File: src/rtl/hella_cache_master_engine.sv
// Multi-outstanding HellaCache master: slot-tagged load/store issue, s2 nack replay,
// out-of-order completion through a backpressurable response port.
module hella_cache_master_engine #(
    parameter int NUM_ADDR_BITS   = 40,
    parameter int NUM_DATA_BITS   = 64,
    parameter int NUM_TAG_BITS    = 7,
    parameter int MAX_OUTSTANDING = 4,
    parameter int ID_BITS         = 4
) (
    input  logic                         clock_i,
    input  logic                         reset_n_i,
    input  logic                         cmd_valid_i,
    output logic                         cmd_ready_o,
    input  logic                         cmd_write_i,
    input  logic [ID_BITS-1:0]           cmd_id_i,
    input  logic [NUM_ADDR_BITS-1:0]     cmd_addr_i,
    input  logic [2:0]                   cmd_typ_i,
    input  logic [NUM_DATA_BITS-1:0]     cmd_data_i,
    input  logic [NUM_DATA_BITS/8-1:0]   cmd_mask_i,
    output logic                         req_valid_o,
    input  logic                         req_ready_i,
    output logic [NUM_ADDR_BITS-1:0]     req_addr_o,
    output logic [NUM_TAG_BITS-1:0]      req_tag_o,
    output logic [4:0]                   req_cmd_o,
    output logic [2:0]                   req_typ_o,
    output logic [NUM_DATA_BITS-1:0]     s1_data_o,
    output logic [NUM_DATA_BITS/8-1:0]   s1_mask_o,
    output logic                         s1_kill_o,
    input  logic                         s2_nack_i,
    input  logic                         resp_valid_i,
    input  logic [NUM_TAG_BITS-1:0]      resp_tag_i,
    input  logic [NUM_DATA_BITS-1:0]     resp_data_i,
    input  logic                         resp_has_data_i,
    output logic                         rsp_valid_o,
    input  logic                         rsp_ready_i,
    output logic [ID_BITS-1:0]           rsp_id_o,
    output logic                         rsp_write_o,
    output logic [NUM_DATA_BITS-1:0]     rsp_data_o,
    output logic [15:0]                  nack_count_o,
    output logic                         err_unexp_tag_o
);

    localparam int MASK_BITS = NUM_DATA_BITS / 8;
    localparam int SLOT_BITS = (MAX_OUTSTANDING > 1) ? $clog2(MAX_OUTSTANDING) : 1;
    localparam logic [4:0] CMD_LOAD  = 5'h00;
    localparam logic [4:0] CMD_STORE = 5'h01;

    typedef enum logic [2:0] {
        SLOT_FREE,
        SLOT_ISSUE,
        SLOT_S1,
        SLOT_S2,
        SLOT_WAIT_RSP,
        SLOT_DONE
    } slot_state_e;

    slot_state_e                state_q  [MAX_OUTSTANDING];
    slot_state_e                state_d  [MAX_OUTSTANDING];
    logic                       write_q  [MAX_OUTSTANDING];
    logic [ID_BITS-1:0]         id_q     [MAX_OUTSTANDING];
    logic [NUM_ADDR_BITS-1:0]   addr_q   [MAX_OUTSTANDING];
    logic [2:0]                 typ_q    [MAX_OUTSTANDING];
    logic [NUM_DATA_BITS-1:0]   data_q   [MAX_OUTSTANDING];
    logic [MASK_BITS-1:0]       mask_q   [MAX_OUTSTANDING];

    logic [MAX_OUTSTANDING-1:0] free_vec, issue_vec, s2_vec, wait_vec, done_vec;
    logic [MAX_OUTSTANDING-1:0] resp_sel_vec, capture_vec, req_cand_vec;
    logic [SLOT_BITS-1:0]       alloc_idx, rsp_idx, cand_idx;
    logic                       cmd_ready, cmd_fire, req_fire, rsp_valid, rsp_fire;
    logic                       resp_hit, resp_in_range;

    logic                       req_valid_q, req_valid_d;
    logic [SLOT_BITS-1:0]       req_slot_q, req_slot_d;
    logic [NUM_ADDR_BITS-1:0]   req_addr_q, req_addr_d;
    logic                       req_write_q, req_write_d;
    logic [2:0]                 req_typ_q, req_typ_d;
    logic [NUM_DATA_BITS-1:0]   s1_data_q, s1_data_d;
    logic [MASK_BITS-1:0]       s1_mask_q, s1_mask_d;
    logic [15:0]                nack_count_q, nack_count_d;
    logic                       err_q, err_d;

    assign resp_hit      = resp_valid_i && resp_has_data_i;
    assign resp_in_range = {{(32-NUM_TAG_BITS){1'b0}}, resp_tag_i} < 32'(MAX_OUTSTANDING);

    always_comb begin
        for (int i = 0; i < MAX_OUTSTANDING; i++) begin
            free_vec[i]     = (state_q[i] == SLOT_FREE);
            issue_vec[i]    = (state_q[i] == SLOT_ISSUE);
            s2_vec[i]       = (state_q[i] == SLOT_S2);
            wait_vec[i]     = (state_q[i] == SLOT_WAIT_RSP);
            done_vec[i]     = (state_q[i] == SLOT_DONE);
            resp_sel_vec[i] = resp_in_range && (resp_tag_i == NUM_TAG_BITS'(i));
        end
    end

    assign cmd_ready = |free_vec;
    assign cmd_fire  = cmd_valid_i && cmd_ready;
    assign req_fire  = req_valid_q && req_ready_i;
    assign rsp_valid = |done_vec;
    assign rsp_fire  = rsp_valid && rsp_ready_i;

    // A fresh command competes for the request port in its accept cycle.
    always_comb begin
        for (int i = 0; i < MAX_OUTSTANDING; i++) begin
            req_cand_vec[i] = (issue_vec[i] && !(req_fire && req_slot_q == SLOT_BITS'(i)))
                            || (cmd_fire && alloc_idx == SLOT_BITS'(i));
        end
    end

    always_comb begin
        alloc_idx = '0;
        rsp_idx   = '0;
        cand_idx  = '0;
        for (int i = MAX_OUTSTANDING - 1; i >= 0; i--) begin
            if (free_vec[i])     alloc_idx = SLOT_BITS'(i);
            if (done_vec[i])     rsp_idx   = SLOT_BITS'(i);
            if (req_cand_vec[i]) cand_idx  = SLOT_BITS'(i);
        end
    end

    always_comb begin
        for (int i = 0; i < MAX_OUTSTANDING; i++) begin
            state_d[i]     = state_q[i];
            capture_vec[i] = 1'b0;
            case (state_q[i])
                SLOT_FREE:
                    if (cmd_fire && alloc_idx == SLOT_BITS'(i)) state_d[i] = SLOT_ISSUE;
                SLOT_ISSUE:
                    if (req_fire && req_slot_q == SLOT_BITS'(i)) state_d[i] = SLOT_S1;
                SLOT_S1:
                    state_d[i] = SLOT_S2;
                SLOT_S2: begin
                    if (s2_nack_i) begin
                        state_d[i] = SLOT_ISSUE;
                    end else if (write_q[i]) begin
                        state_d[i] = SLOT_DONE;
                    end else if (resp_hit && resp_sel_vec[i]) begin
                        state_d[i]     = SLOT_DONE;
                        capture_vec[i] = 1'b1;
                    end else begin
                        state_d[i] = SLOT_WAIT_RSP;
                    end
                end
                SLOT_WAIT_RSP:
                    if (resp_hit && resp_sel_vec[i]) begin
                        state_d[i]     = SLOT_DONE;
                        capture_vec[i] = 1'b1;
                    end
                SLOT_DONE:
                    if (rsp_fire && rsp_idx == SLOT_BITS'(i)) state_d[i] = SLOT_FREE;
                default:
                    state_d[i] = SLOT_FREE;
            endcase
        end
    end

    always_comb begin
        req_valid_d  = req_valid_q;
        req_slot_d   = req_slot_q;
        req_addr_d   = req_addr_q;
        req_write_d  = req_write_q;
        req_typ_d    = req_typ_q;
        if (!req_valid_q || req_fire) begin
            req_valid_d = |req_cand_vec;
            if (|req_cand_vec) begin
                req_slot_d = cand_idx;
                if (cmd_fire && cand_idx == alloc_idx) begin
                    req_addr_d  = cmd_addr_i;
                    req_write_d = cmd_write_i;
                    req_typ_d   = cmd_typ_i;
                end else begin
                    req_addr_d  = addr_q[cand_idx];
                    req_write_d = write_q[cand_idx];
                    req_typ_d   = typ_q[cand_idx];
                end
            end
        end
        s1_data_d    = req_fire ? data_q[req_slot_q] : '0;
        s1_mask_d    = req_fire ? mask_q[req_slot_q] : '0;
        nack_count_d = nack_count_q;
        if ((|s2_vec) && s2_nack_i && nack_count_q != 16'hFFFF)
            nack_count_d = nack_count_q + 16'd1;
        // Only slots in S2/WAIT_RSP may legitimately receive data.
        err_d = err_q | (resp_hit && !(|(resp_sel_vec & (s2_vec | wait_vec))));
    end

    generate
        for (genvar gi = 0; gi < MAX_OUTSTANDING; gi++) begin : g_slot
            always_ff @(posedge clock_i or negedge reset_n_i) begin
                if (!reset_n_i) begin
                    state_q[gi] <= SLOT_FREE;
                    write_q[gi] <= 1'b0;
                    id_q[gi]    <= '0;
                    addr_q[gi]  <= '0;
                    typ_q[gi]   <= '0;
                    data_q[gi]  <= '0;
                    mask_q[gi]  <= '0;
                end else begin
                    state_q[gi] <= state_d[gi];
                    if (cmd_fire && alloc_idx == SLOT_BITS'(gi)) begin
                        write_q[gi] <= cmd_write_i;
                        id_q[gi]    <= cmd_id_i;
                        addr_q[gi]  <= cmd_addr_i;
                        typ_q[gi]   <= cmd_typ_i;
                        data_q[gi]  <= cmd_data_i;
                        mask_q[gi]  <= cmd_mask_i;
                    end else if (capture_vec[gi]) begin
                        data_q[gi]  <= resp_data_i;
                    end
                end
            end
        end
    endgenerate

    always_ff @(posedge clock_i or negedge reset_n_i) begin
        if (!reset_n_i) begin
            req_valid_q  <= 1'b0;
            req_slot_q   <= '0;
            req_addr_q   <= '0;
            req_write_q  <= 1'b0;
            req_typ_q    <= '0;
            s1_data_q    <= '0;
            s1_mask_q    <= '0;
            nack_count_q <= '0;
            err_q        <= 1'b0;
        end else begin
            req_valid_q  <= req_valid_d;
            req_slot_q   <= req_slot_d;
            req_addr_q   <= req_addr_d;
            req_write_q  <= req_write_d;
            req_typ_q    <= req_typ_d;
            s1_data_q    <= s1_data_d;
            s1_mask_q    <= s1_mask_d;
            nack_count_q <= nack_count_d;
            err_q        <= err_d;
        end
    end

    assign cmd_ready_o     = cmd_ready;
    assign req_valid_o     = req_valid_q;
    assign req_addr_o      = req_addr_q;
    assign req_tag_o       = NUM_TAG_BITS'(req_slot_q);
    assign req_cmd_o       = req_write_q ? CMD_STORE : CMD_LOAD;
    assign req_typ_o       = req_typ_q;
    assign s1_data_o       = s1_data_q;
    assign s1_mask_o       = s1_mask_q;
    assign s1_kill_o       = 1'b0;
    // Valid never drops before rsp_ready; the payload tracks the lowest DONE slot.
    assign rsp_valid_o     = rsp_valid;
    assign rsp_id_o        = rsp_valid ? id_q[rsp_idx] : '0;
    assign rsp_write_o     = rsp_valid && write_q[rsp_idx];
    assign rsp_data_o      = (rsp_valid && !write_q[rsp_idx]) ? data_q[rsp_idx] : '0;
    assign nack_count_o    = nack_count_q;
    assign err_unexp_tag_o = err_q;

endmodule

File: config.mk
export PLATFORM = sky130hd
export DESIGN_NAME = hella_cache_master_engine
export DESIGN_NICKNAME = d
export VERILOG_FILES = /design/src/rtl/hella_cache_master_engine.sv
export SDC_FILE = /design/constraint.sdc
export NUM_CORES = 1
export LEC_CHECK = 0
export CAP_MARGIN = 10
export CORE_MARGIN = 5
export CORE_UTILIZATION = 40
export CTS_BUF_LIST = sky130_fd_sc_hd__clkbuf_8
export CTS_CLUSTER_DIAMETER = 200
export CTS_CLUSTER_SIZE = 16
export DETAILED_ROUTE_END_ITERATION = 10
export MAX_ROUTING_LAYER = met4
export PLACE_DENSITY = 0.63
export SETUP_SLACK_MARGIN = 0.3
export SLEW_MARGIN = 20
export SYNTH_ARGS = -nofsm -noshare
export SYNTH_HDL_FRONTEND = slang
export SYNTH_SLANG_ARGS = --single-unit
File: constraint.sdc
create_clock -name clock_i -period 3.34 [get_ports clock_i]
set_input_delay 0.835 -clock clock_i [delete_from_list [all_inputs] [get_ports clock_i]]
set_output_delay 0.835 -clock clock_i [all_outputs]
set_load 0.01 [all_outputs]
==> impl_metrics.ini <==
[synth]
async_flop_share_pct = 100.0
seq_area_frac_synth_pct = 51.07
synth_area_leaders = dfrtp_1 (51%), mux2i_1 (9.1%), mux2_2 (7.9%)
synth_edf_count = 0
yosysTopAreaCell = dfrtp_1
synthCells = 2807
ys_ff_latch = 628
yosysWarnings = 0
synth_top_area_share_pct = 51.07
synth.cell_area_um2 = 30770
syn_area_per_cell_um2 = 10.96
synth_cell_types = 68
synthFlopType = dfrtp_1

[pwr]
leakage_nw = 16.68
power_density_nw_per_um2 = 1016
ir_worst_vdd_mv = 0.5942

[final_layout]
layout_commonest_cell = dfrtp_1
layout-drive-gt1-share_pct = 22.41
layout_common_cells = dfrtp_1 (625), clkdlybuf4s50_1 (332), nand2_1 (324)
final_util_pct = 51.69
area_growth_pct = 27.78
fin_nets = 3440

[min_path]
min-delay-path-class = in -> async

[cts]
clock-sinks = 628
cts_inserted_buffers = 45
root_buffer = clkbuf_8
clk_pin_slew_ns = 0.12
worstSkewPairLatency_ns = 0.72
hold_buffers = 0
cts_max_level = 2
clockBufferDepth = 3
cts_tree = done

[global_routing]
grt_pass1_vias = 25960
grt_pass1_wl_mm = 162.0
overflow = 0
grt_max_degree = 121
antenna_found_initial = 26
grt_util_all_layers_pct = 25.98

[routing]
drt_iter0_markers = 2495
wl_mm = 109.1
avgViaCountPerCell = 5.856
drt-pass1-iter-count = 8
vias = 25170
postRouteAntennaNets = 0
drc = 0
wl_per_cell_um = 25.38

[sta]
period_share_pct = 115.1
setup_ws_ns = -0.5029
rsz0062_at_grt = yes
min_period_ns = 3.843
timing_hold_violations_final = 0
worst_hold_slack_ns = 0.05400
finalSetupViolCount = 68
tightest_slew_ns = 0.7996
relSlewSlack_pct = 46.69
skew_ns = 0.07306
max_freq_mhz = 260.2
slew_violations = 0

[setup_path]
start_kind = flip-flop
crit_type = reg -> out
arrival_ns = 3.01
critPathMaxFanout = 7
cp_data_required_time_ns = 2.50
crit_path_end_kind = output pin

[floorplanning]
initial_core_util_pct = 40.45
die_y_um = 287.4
fp.dieW_um = 287.4
io_pins = 416
rows = 101
die-area_um2 = 82580
core_area_um2 = 76080

[outcome]
status = finished, violations left
violations = setup timing

[placement]
place.gp.congestion = 0.8673
io_buffers = 405
hpwl_mm = 67.39

[run]
drv_cap = 0
==> report_power, final <==
group / switching, mW / internal (mW) / total [mW]
clock network: 2.55 / 1.28 / 3.82
logic: 11.6 / 11.0 / 22.6
registers: 2.31 / 11.2 / 13.5
total: 16.5 / 23.5 / 40.0
==> kinds of logic (layout without fill, tap and decap cells) <==
group                    Yosys count  count (layout)  share of synthesized area [%]
XOR/XNOR                          16              16                         0.4798
adder cells (fa/ha/maj)            1               1                        0.04065
flip-flops                       628             628                          51.07
multiplexers                     568             568                          22.28
other                              1              35                        0.01219
buffers and inverters            248             676                          3.407
AO/OA/AOI/OAI                    538             538                          11.08
AND/OR/NAND/NOR                  807             807                          11.64
==> cell usage after synthesis, types with 2 or more instances <==
library cell and n:
dfrtp_1 628, nand2_1 330, mux2i_1 281, nor2_1 280, mux2_2 215, a21oi_1 204
clkbuf_1 164, and3_1 77, o21ai_0 76, mux4_2 72, a222oi_1 69, o22ai_1 66
o21ai_1 46, a41oi_1 44, buf_2 34, buf_1 26, and2_0 23, and2_1 23
buf_4 16, nand3_1 15, xnor2_1 8, and3b_1 7, nand2b_1 7, xor2_1 7
inv_1 6, nand3b_1 6, nor3_1 6, o31ai_1 6, nand4_1 5, nor2b_1 5
nor3b_1 4, o211ai_1 4, or3_1 4, or4_1 3, a21o_1 2, a31o_2 2
buf_6 2, nor3_2 2, o311ai_0 2, or3b_2 2
==> what timing repair did <==
action,in CTS,in global routing
buffers inserted,16,21
pin swaps,14,19
cloned,11,5
resized for setup,437,71
setup endpoints to repair,73,71
==> metal layers <==
layer	global-route usage [%]	part of all wire (%)	wire, µm	vias to the layer above
li1	-	-	-	10990
met1	33.09	40	43940	12750
met2	41.29	48	52360	1201
met3	5.749	8.4	9112	226
met4	9.106	3.4	3678	0
met5	-	0	0	-
==> final cells by class <==
class | instances | area (µm²)
Fill cell | 6548 | 36750
Sequential cell | 628 | 15720
Multi-Input combinational cell | 1940 | 14720
Timing Repair Buffer | 619 | 6825
Tap cell | 1030 | 1289
Clock buffer | 47 | 646.9
Antenna cell | 25 | 62.56
Clock inverter | 4 | 31.28
Inverter | 6 | 25.02
==> worst paths after layout <==
path | startpoint | to | slack (ns) | cells past startpoint
max in group asynchronous | reset_n_i | mask_q[4] | 2.19 | 2
setup / recovery | state_q[10] | rsp_data_o[23] | -0.50 | 12
hold reg to reg | mask_q[13] | mask_q[13] | 0.48 | 2
setup reg to reg | state_q[9] | req_addr_o[33] | 0.48 | 10
hold / removal | reset_n_i | s1_data_o[28] | 0.05 | 1
min in group clock_i | mask_q[13] | mask_q[13] | 0.48 | 2
==> registers in the layout, indices dropped and copies added, names as in the netlist <==
signal           count
req_write_q          1
req_slot_q           2
state_q             12
write_q              4
req_typ_o            3
err_unexp_tag_o      1
addr_q             160
s1_data_o           64
mask_q              32
typ_q               12
data_q             256
id_q                16
s1_mask_o            8
req_addr_o          40
nack_count_o        16
req_valid_o          1
==> critical path: stages, from the launching register on <==
cell and delay (ns):
dfrtp_1 0.40, nand3b_1 0.24, nand2_2 0.18, nor2_4 0.05, a222oi_1 0.26, a21boi_2 0.21, buf_6 0.13, nand2_8 0.09
buf_12 0.14, buf_16 0.14, buf_6 0.12, a21oi_4 0.17, buf_6 0.14
==> metrics by stage <==
stage	worst slack (ns)	power (mW)	area [µm²]	setup TNS, ns	instances
after floorplan	0.2622	25.49	30810	0	2816
after global placement	-0.2453	33.51	37120	-40.64	4170
after detailed placement	-0.2741	34.27	37120	-51.90	4170
after CTS	-0.4940	39.31	38720	-22.67	4248
after global routing	-0.5943	42.27	39320	-33.14	4299
final	-0.5029	39.96	39320	-26.44	4299
Note: power is estimated with default switching activity, not from simulation.
